$ cat config.mk
export PLATFORM = sky130hd
export DESIGN_NAME = kernel_window_fifo
export DESIGN_NICKNAME = d
export VERILOG_FILES = /design/src/rtl/kernel_fifo_pkg.sv /design/src/rtl/kernel_fifo_occupancy.sv /design/src/rtl/kernel_window_fifo.sv
export SDC_FILE = /design/constraint.sdc
export NUM_CORES = 2
export LEC_CHECK = 0
export CAP_MARGIN = 20
export CORE_MARGIN = 1
export CORE_UTILIZATION = 40
export CTS_CLUSTER_SIZE = 10
export DETAILED_ROUTE_END_ITERATION = 12
export HOLD_SLACK_MARGIN = 0.06
export PLACE_DENSITY_LB_ADDON = 0.15
export SYNTH_ARGS = -nofsm -noshare
export SYNTH_HDL_FRONTEND = slang
export SYNTH_HIERARCHICAL = 1
export SYNTH_SLANG_ARGS = --single-unit
$ cat constraint.sdc
create_clock -name i_clock -period 11.19 [get_ports i_clock]
set_input_delay 2.238 -clock i_clock [delete_from_list [all_inputs] [get_ports i_clock]]
set_output_delay 2.238 -clock i_clock [all_outputs]
set_load 0.05 [all_outputs]
$ cat src/rtl/kernel_fifo_pkg.sv
// Shared defaults, width helpers and the window type for the kernel window FIFO.
// Constants and types only; no logic, so no latency and no backpressure.
package kernel_fifo_pkg;

  localparam int DEF_DATA_WIDTH     = 32;
  localparam int DEF_FIFO_DEPTH     = 32;
  localparam int DEF_MAX_READ_PORTS = 9;
  localparam int DEF_CHANNEL_WIDTH  = 8;
  localparam int DEF_AF_MARGIN      = 3;

  function automatic int ptr_w(input int depth);
    return $clog2(depth);
  endfunction

  function automatic int len_w(input int ports);
    return $clog2(ports + 1);
  endfunction

  // Port 0 sits in the least-significant slice and holds the oldest word.
  typedef logic [DEF_MAX_READ_PORTS-1:0][DEF_DATA_WIDTH-1:0] window_t;

endpackage

$ cat src/rtl/kernel_fifo_occupancy.sv
// Pointer/count bookkeeping plus write and window-read acceptance for the kernel window FIFO.
// Accept/pop decisions are combinational; pointers, count and error flags update on the next edge.
module kernel_fifo_occupancy
  import kernel_fifo_pkg::*;
#(
  parameter int FIFO_DEPTH     = DEF_FIFO_DEPTH,
  parameter int MAX_READ_PORTS = DEF_MAX_READ_PORTS,
  parameter int AF_MARGIN      = DEF_AF_MARGIN,
  localparam int PTR_W         = ptr_w(FIFO_DEPTH),
  localparam int LEN_W         = len_w(MAX_READ_PORTS)
) (
  input  logic             clock,
  input  logic             rst_n,
  input  logic             flush,
  input  logic             wvalid,
  input  logic             rd_req,
  input  logic [LEN_W-1:0] rd_len,
  input  logic             replay,
  output logic [PTR_W-1:0] wptr,
  output logic [PTR_W-1:0] rptr,
  output logic [PTR_W:0]   count,
  output logic             wr_en,
  output logic             rd_accept,
  output logic             pop,
  output logic             full,
  output logic             empty,
  output logic             almost_full,
  output logic             overflow,
  output logic             rd_reject
);

  localparam int CNT_W = PTR_W + 1;
  localparam logic [CNT_W-1:0] FULL_LEVEL = CNT_W'(FIFO_DEPTH);
  localparam logic [CNT_W-1:0] AF_LEVEL   = CNT_W'(FIFO_DEPTH - AF_MARGIN);
  localparam logic [LEN_W-1:0] MAX_LEN    = LEN_W'(MAX_READ_PORTS);

  logic [CNT_W-1:0] len_c;
  logic             rd_ok;

  assign full        = (count == FULL_LEVEL);
  assign empty       = (count == '0);
  assign almost_full = (count >= AF_LEVEL);

  // Availability is judged on the pre-write count, so a word landing this cycle is not yet readable.
  assign len_c     = CNT_W'(rd_len);
  assign rd_ok     = rd_req && (rd_len != '0) && (rd_len <= MAX_LEN) && (count >= len_c);
  assign wr_en     = wvalid && !full && !flush;
  assign rd_accept = rd_ok && !flush;
  assign pop       = rd_accept && !replay;

  always_ff @(posedge clock) begin
    if (!rst_n || flush) begin
      wptr      <= '0;
      rptr      <= '0;
      count     <= '0;
      overflow  <= 1'b0;
      rd_reject <= 1'b0;
    end else begin
      if (wr_en) wptr <= wptr + PTR_W'(1);
      if (pop)   rptr <= rptr + PTR_W'(rd_len);
      count     <= count + CNT_W'(wr_en) - (pop ? len_c : '0);
      if (wvalid && full) overflow <= 1'b1;
      rd_reject <= rd_req && !rd_ok;
    end
  end

endmodule

$ cat src/rtl/kernel_window_fifo.sv
// Circular word buffer read as 1..MAX_READ_PORTS-word windows (pop or replay), tagged with channel index.
// Window appears one cycle after an accepted request; writes stall via o_wready while full, bad reads pulse o_rd_reject.
module kernel_window_fifo
  import kernel_fifo_pkg::*;
#(
  parameter int DATA_WIDTH     = DEF_DATA_WIDTH,
  parameter int FIFO_DEPTH     = DEF_FIFO_DEPTH,
  parameter int MAX_READ_PORTS = DEF_MAX_READ_PORTS,
  parameter int CHANNEL_WIDTH  = DEF_CHANNEL_WIDTH,
  parameter int AF_MARGIN      = DEF_AF_MARGIN,
  localparam int PTR_W         = ptr_w(FIFO_DEPTH),
  localparam int LEN_W         = len_w(MAX_READ_PORTS)
) (
  input  logic                                 i_clock,
  input  logic                                 i_reset,
  input  logic                                 i_flush,
  input  logic                                 i_wvalid,
  output logic                                 o_wready,
  input  logic [DATA_WIDTH-1:0]                i_wdata,
  input  logic                                 i_rd_req,
  input  logic [LEN_W-1:0]                     i_rd_len,
  input  logic                                 i_replay,
  input  logic [CHANNEL_WIDTH-1:0]             i_num_channels,
  output logic [MAX_READ_PORTS*DATA_WIDTH-1:0] o_rdata,
  output logic                                 o_rvalid,
  output logic [CHANNEL_WIDTH-1:0]             o_channel_idx,
  output logic                                 o_last_channel,
  output logic                                 o_rd_reject,
  output logic                                 o_overflow,
  output logic                                 o_fifo_full,
  output logic                                 o_fifo_empty,
  output logic                                 o_fifo_almost_full,
  output logic [PTR_W:0]                       o_element_count
);

  logic [DATA_WIDTH-1:0] mem [FIFO_DEPTH];

  logic [PTR_W-1:0] wptr;
  logic [PTR_W-1:0] rptr;
  logic             wr_en;
  logic             rd_accept;
  logic             pop;

  kernel_fifo_occupancy #(
    .FIFO_DEPTH     (FIFO_DEPTH),
    .MAX_READ_PORTS (MAX_READ_PORTS),
    .AF_MARGIN      (AF_MARGIN)
  ) u_occupancy (
    .clock       (i_clock),
    .rst_n       (i_reset),
    .flush       (i_flush),
    .wvalid      (i_wvalid),
    .rd_req      (i_rd_req),
    .rd_len      (i_rd_len),
    .replay      (i_replay),
    .wptr        (wptr),
    .rptr        (rptr),
    .count       (o_element_count),
    .wr_en       (wr_en),
    .rd_accept   (rd_accept),
    .pop         (pop),
    .full        (o_fifo_full),
    .empty       (o_fifo_empty),
    .almost_full (o_fifo_almost_full),
    .overflow    (o_overflow),
    .rd_reject   (o_rd_reject)
  );

  assign o_wready = !o_fifo_full;

  always_ff @(posedge i_clock) begin
    if (wr_en) mem[wptr] <= i_wdata;
  end

  // Address arithmetic stays PTR_W wide so windows straddling the end of the array wrap naturally.
  logic [MAX_READ_PORTS*DATA_WIDTH-1:0] window;

  always_comb begin
    window = '0;
    for (int i = 0; i < MAX_READ_PORTS; i++) begin
      if (LEN_W'(i) < i_rd_len) window[i*DATA_WIDTH +: DATA_WIDTH] = mem[rptr + PTR_W'(i)];
    end
  end

  logic [CHANNEL_WIDTH-1:0] ch_cnt;
  logic [CHANNEL_WIDTH-1:0] last_idx;

  assign last_idx = (i_num_channels == '0) ? '0 : i_num_channels - CHANNEL_WIDTH'(1);

  always_ff @(posedge i_clock) begin
    if (!i_reset) begin
      o_rdata        <= '0;
      o_rvalid       <= 1'b0;
      o_channel_idx  <= '0;
      o_last_channel <= 1'b0;
      ch_cnt         <= '0;
    end else if (i_flush) begin
      o_rvalid       <= 1'b0;
      o_channel_idx  <= '0;
      o_last_channel <= 1'b0;
      ch_cnt         <= '0;
    end else begin
      o_rvalid       <= rd_accept;
      o_last_channel <= 1'b0;
      if (rd_accept) begin
        o_rdata        <= window;
        o_channel_idx  <= ch_cnt;
        o_last_channel <= (ch_cnt == last_idx);
      end
      // Replays reuse the same channel; only a consuming read moves to the next one.
      if (pop) ch_cnt <= (ch_cnt >= last_idx) ? '0 : ch_cnt + CHANNEL_WIDTH'(1);
    end
  end

endmodule

* Yosys cells after proc, flatten, opt, wreduce, memory -nomap -nowiden *
Memories as Yosys holds them, arrays and structs flattened. A register that Yosys moved wholly into a read port is not among the register bits.
Cells that the tools add are included.

storage, ports and cells
  flip-flop bits (word level) = 324
  input port bits = 50
  memory bits (writable) = 1024
  memories kept = 1
  logic and storage cells = 79
  output and inout port bits = 310

memory list
  name  depth  bits a word  read ports  clocked after memory_dff  wr ports  RTL line                  RTL
  mem   32     32           9           1                         1         kernel_window_fifo.sv:36  logic [DATA_WIDTH-1:0] mem [FIFO_DEPTH];

cells by class
  magnitude comparators = 13
  bitwise gates (word level) = 3
  $add $sub $neg = 14
  mux-type cells = 14
  equality and inequality tests = 2
  reductions and logical operators = 22

operator list
  cell                                                                         count
  32-bit 2-to-1 mux                                                            9
  5-bit by 3-bit adder with 5-bit output, second input constant                4
  3-bit by 4-bit less-than comparator with 1-bit output, first input constant  4
  8-bit 2-to-1 mux                                                             2
  5-bit by 1-bit adder with 5-bit output, second input constant                2
  5-bit by 2-bit adder with 5-bit output, second input constant                2
  1-bit logical AND                                                            9
  8-bit by 1-bit adder with 8-bit output, second input constant                1
  8-bit equality test                                                          1
  8-bit >= comparator                                                          1
  8-bit logical NOT                                                            1
  1-bit by 4-bit less-than comparator with 1-bit output, first input constant  2
  2-bit by 4-bit less-than comparator with 1-bit output, first input constant  2
  8-bit by 1-bit subtractor with 8-bit output, second input constant           1
  6-bit by 1-bit adder with 6-bit output                                       1
  6-bit equality test, second input constant                                   1
  6-bit by 4-bit >= comparator with 1-bit output                               1
  6-bit by 5-bit >= comparator with 1-bit output, second input constant        1
  1-bit logical NOT                                                            6
  6-bit logical NOT                                                            1
  6-bit subtractor                                                             1
  5-bit by 4-bit adder with 5-bit output                                       1
  5-bit by 4-bit adder with 5-bit output, second input constant                1
  4-bit less-or-equal comparator, second input constant                        1
  other kinds (9)                                                              12

* Depth between registers and ports, before layout *
  depth after elaboration = 8
  gate-level depth with buffers = 18
  gate-level depth less buffers = 16

* Modules after synthesis *
Netlist, hierarchy kept.

modules (own cells, without submodules)
  module                 times used  area an instance (um^2)  cells each  sequential area each (um^2)
  kernel_window_fifo     1           85127.9                  5707        36875.4
  kernel_fifo_occupancy  1           1280.0                   144         360.3

* Least setup slack after synthesis *
No wires, ideal clock.

  kind = input -> register
  from = input i_wvalid
  to = memory mem[12][0] (netlist name), enable pin
  setup slack = 5.905 ns
  buffers on the path = 1
  arrival = 4.864 ns
  setup time = 0.421 ns
  required time = 10.769 ns
  stages = 5
  cell sequence = inv_1 a211oi_1 or3b_2 clkbuf_1 nor2_1

on the way
  word-level cells in the longest chain between the ends = 4

RTL lines
  item                                    RTL line                     RTL
  start, declared                         kernel_window_fifo.sv:17     input logic i_wvalid,
  1-bit logical AND (2 in series)         kernel_fifo_occupancy.sv:47  assign wr_en = wvalid && !full && !flush;
  named net wr_en                         kernel_window_fifo.sv:40     logic wr_en;
  1-bit 2-to-1 mux                        kernel_window_fifo.sv:72     if (wr_en) mem[wptr] <= i_wdata;
  1-bit 2-to-1 mux (implied by the code)  kernel_window_fifo.sv:72
  end, declared                           kernel_window_fifo.sv:36

The timed path passes the listed nets, and every way through them passes these cells.

* Final worst setup path *
  from = input i_rd_len[3]
  to = register o_rdata[47]

on the way
  word-level cells in the longest chain between the ends = 6
  elaborated cells on any way between the ends = 10
  those cells by class = 3 x order compare; 1 x mux; 6 x reduce/logical

RTL lines
  item                                                                                    RTL line                     RTL
  start, declared                                                                         kernel_window_fifo.sv:21     input logic [LEN_W-1:0] i_rd_len,
  branches (longest 3 deep; another with 6-bit by 4-bit >= comparator with 1-bit output)  -
  1-bit logical AND *                                                                     kernel_fifo_occupancy.sv:46  assign rd_ok = rd_req && (rd_len != '0) && (rd_len <= MAX_LEN) && (count >= len_c);
  1-bit logical AND *                                                                     kernel_fifo_occupancy.sv:48  assign rd_accept = rd_ok && !flush;
  named net rd_accept                                                                     kernel_window_fifo.sv:41     logic rd_accept;
  2-bit AND reduction (no source line) *                                                  -
  end signal, assigned                                                                    kernel_window_fifo.sv:106    o_rdata <= window;
  end, declared                                                                           kernel_window_fifo.sv:24     output logic [MAX_READ_PORTS*DATA_WIDTH-1:0] o_rdata,

Mark *: on every way through the listed nets, which the timed path passes.
A chain may end at the register's enable or synchronous reset.

==> flow_metrics.env <==
export IMPL_grt_max_degree=153
export IMPL_cts_tree="done"
export IMPL_io_buffers=359
export IMPL_min_period_ns=6.90
export IMPL_cp_startpoint="i_rd_len[3]"
export IMPL_dr_pass1_iters=8
export IMPL_grt_usage_pct=36.1
export IMPL_cp_slowest_cell="clkdlybuf4s50_1"
export IMPL_synth_commonest_cells="mux4_2 (1343), edfxtp_1 (1024), nand2_1 (862), nor2_1 (337), dfxtp_1 (324)"
export IMPL_p_clk_share_pct=45.8
export IMPL_worstHoldStart="o_rdata[286]"
export IMPL_pwr_density_cell_mw_per_mm2=115
export IMPL_fmax_ghz=0.145
export IMPL_antenna_found_initial=36
export IMPL_htree_levels=4
export IMPL_clk_pin_slew_ns=0.06
export IMPL_fin_nets=6095
export IMPL_place_ws_ns=3.62
export IMPL_rsz0062_at_grt="false"
export IMPL_ys_seq_elements=1348
export IMPL_drive_above_1_share_pct=31.4
export IMPL_clock_latency_ns=0.85
export IMPL_swShare_pct=24.4
export IMPL_power_leakage_nw=30.2
export IMPL_peakVddDrop_mv=0.172
export IMPL_hold_violations=0
export IMPL_seqPwrFrac_pct=47.9
export IMPL_required_ns=11.95
export IMPL_die_height_um=467
export IMPL_synth_most_common_cell="mux4_2"
export IMPL_viasPerCell=7.43
export IMPL_cts_resized=0
export IMPL_areaGrowthSynthToFinish_pct=14.2
export IMPL_postCtsHoldBufs=0
export IMPL_setup_ws_ns=4.29
export IMPL_yosys_area_top_type="edfxtp_1"
export IMPL_cts_path_max_buffers=3
export IMPL_finalSetupTns_ns=0
export IMPL_maxSlewViolCount=0
export IMPL_drc=0
export IMPL_critPathTopFamily="simple AND/OR/NAND/NOR gates"
export IMPL_cts_inserted_buffers=163
export IMPL_worst_ep_arrival_time_ns=7.66
export IMPL_yosysSeqAreaShare_pct=43.1
export IMPL_r2r_start="u_occupancy/rptr[0]"
export IMPL_ant_nets=0
export IMPL_path_cells="clkdlybuf4s50_1 -> inv_1 -> ha_1 -> nand3_1 -> o221ai_1 -> nand2b_1 -> nor2_1 -> and3b_1 -> o31a_1 -> buf_4 -> and2_1 -> buf_4 -> a22oi_1 -> o21ai_0"
export IMPL_start_kind="primary input"
export IMPL_hold_class="register to register"
export IMPL_syn_instance_count=5851
export IMPL_start_util_pct=40.3
export IMPL_cts_root_buf="clkbuf_16"
export IMPL_switchingPower_mw=2.77
export IMPL_drt_initial_drc_count=11400
export IMPL_overflow=0
export IMPL_status="complete, no violations"
export IMPL_maxCapViolations=0
export IMPL_row_count=170
export IMPL_place_congestion=0.915
export IMPL_synth_ff_type="edfxtp_1"
export IMPL_synth_avg_cell_area_um2=14.8
export IMPL_synth_top_area_share_pct=35.6
export IMPL_critPathMaxFanout=13
export IMPL_synth_edf_count=1024
export IMPL_syn_cell_area_mm2=0.0864
export IMPL_yosysWarnings=6
export IMPL_setup_viol_count_final=0
export IMPL_wl_per_cell_um=44.1
export IMPL_cp_num_buf_inv=4
export IMPL_core_area_mm2=0.215
export IMPL_seqCellArea_mm2=0.0373
export IMPL_place_hpwl_mm=252
export IMPL_grt_pass1_vias=61700
export IMPL_totalWireLength_mm=398
export IMPL_internal_power_mw=8.59
export IMPL_worstSetupPathType="primary input to register"
export IMPL_pwr_share_comb_pct=6.3
export IMPL_nFillCells=18600
export IMPL_clock_sinks=1348
export IMPL_die_area_mm2=0.218
export IMPL_cpMostUsedCell="buf_4"
export IMPL_finalCritPeriodShare_pct=61.6
export IMPL_grt_pass1_wl_mm=533
export IMPL_synth_cell_types=74
export IMPL_end_kind="register"
export IMPL_relSlewSlack_pct=14.5
export IMPL_tightest_slew_ns=1.28
export IMPL_ys_async_sr_fraction_pct=0
export IMPL_fin_skew_ns=0.0446
export IMPL_post_cts_setup_buffer_count=0
export IMPL_multi_input_area_mm2=0.0470
export IMPL_synth_area_top_cells="edfxtp_1 (36%), mux4_2 (35%), dfxtp_1 (7.5%), nand2_1 (3.7%), mux2i_1 (3.6%)"
export IMPL_slowest_delay_ns=0.98
export IMPL_vias=66900
export IMPL_fp_dieW_um=467
export IMPL_synth_nets=5944
export IMPL_pin_count=360
## power by group through the flow
stage	clock, mW	sequential [mW]	combinational, mW
4_1_cts	5.24	5.45	0.679
6_report	5.20	5.45	0.713
3_5_place_dp	0	5.55	0.678
2_1_floorplan	0	5.58	0.352
3_3_place_gp	0	5.55	0.670
5_1_grt	5.40	5.45	0.736
## per-stage QoR
| stage | power (mW) | hold slack [ns] | instances | instance area (µm²) | utilization (%) |
|---|---|---|---|---|---|
| after floorplan | 5.93 | 0.488 | 5851 | 86400 | - |
| after global placement | 6.22 | 0.429 | 8649 | 93000 | 43.3 |
| after detailed placement | 6.23 | 0.432 | 8654 | 93100 | 43.4 |
| after CTS | 11.4 | 0.440 | 8954 | 98100 | 45.7 |
| after global routing | 11.6 | 0.452 | 8981 | 98600 | 46.0 |
| final | 11.4 | 0.439 | 9009 | 98700 | 46.0 |
## cells by family (layout without fill, tap and decap cells)
logic type / count (synthesis) / count (layout) / synth area share, %
compound gates: 674 / 674 / 6.12
xor+xnor: 40 / 40 / 0.440
fa+ha+maj: 43 / 43 / 0.640
buf+inv: 589 / 875 / 3.38
flops: 1348 / 1348 / 43.1
mux: 1718 / 1718 / 39.5
other cells: 0 / 34 / 0
simple gates: 1439 / 1439 / 6.86
## worst paths after layout
check / end / slack, ns / cells past startpoint
max: o_rdata[47] / 4.29 / 14
max reg2reg: o_rdata[42] / 5.01 / 8
min reg2reg: o_rdata[286] / 0.44 / 2
min: o_rdata[286] / 0.44 / 2
## per-layer routing
layer,track usage [%],wire (µm)
met5,0,75
met4,27.3,34500
met3,11.2,54200
met2,52.1,173000
met1,45.4,136000
## cell type report
class                   count  area share, %
well taps                2838           3.60
clock buffers             271           4.78
flip-flops and latches   1348           37.7
clock inverters            29          0.356
inverters                  27          0.117
repair buffers            548           5.70
diodes                     34         0.0862
multi-input cells        3914           47.6
## registers in the layout (all words and copies together), names as in the netlist
signal and cells:
u_occupancy/rd_reject 1, ch_cnt 8, u_occupancy/count 6, u_occupancy/rptr 5, u_occupancy/wptr 5, o_channel_idx 8
o_rdata 288, mem 1024, o_last_channel 1, u_occupancy/overflow 1, o_rvalid 1
## tightest hold or removal path: stages, from the launching register on
cell and delay (ns):
dfxtp_1 0.31, nand2_1 0.05, nand2_1 0.04
## cell usage in the layout, fill, tap and decap left out, types with 9 or more instances in the layout
master,count
mux4_2,1343
edfxtp_1,1024
nand2_1,860
clkdlybuf4s50_1,359
dfxtp_1,319
mux2i_1,309
nor2_1,290
clkbuf_16,169
buf_4,146
a32o_1,113
a22oi_1,100
a32oi_1,95
o31ai_1,90
clkbuf_1,88
nand3_1,85
o22ai_1,65
mux2_2,65
a31oi_1,59
nor2b_1,44
nor2_4,44
and3_1,41
ha_1,38
diode_2,34
a21oi_1,30
inv_1,24
buf_12,22
a22o_1,17
o41ai_1,17
clkbuf_8,17
o21ai_0,16
xor2_1,13
buf_16,12
nand2b_1,11
clkinv_2,11
nor3_1,10
xor2_4,9
nand4_1,9
a222oi_1,9
Power figures use the tool's default switching activity.
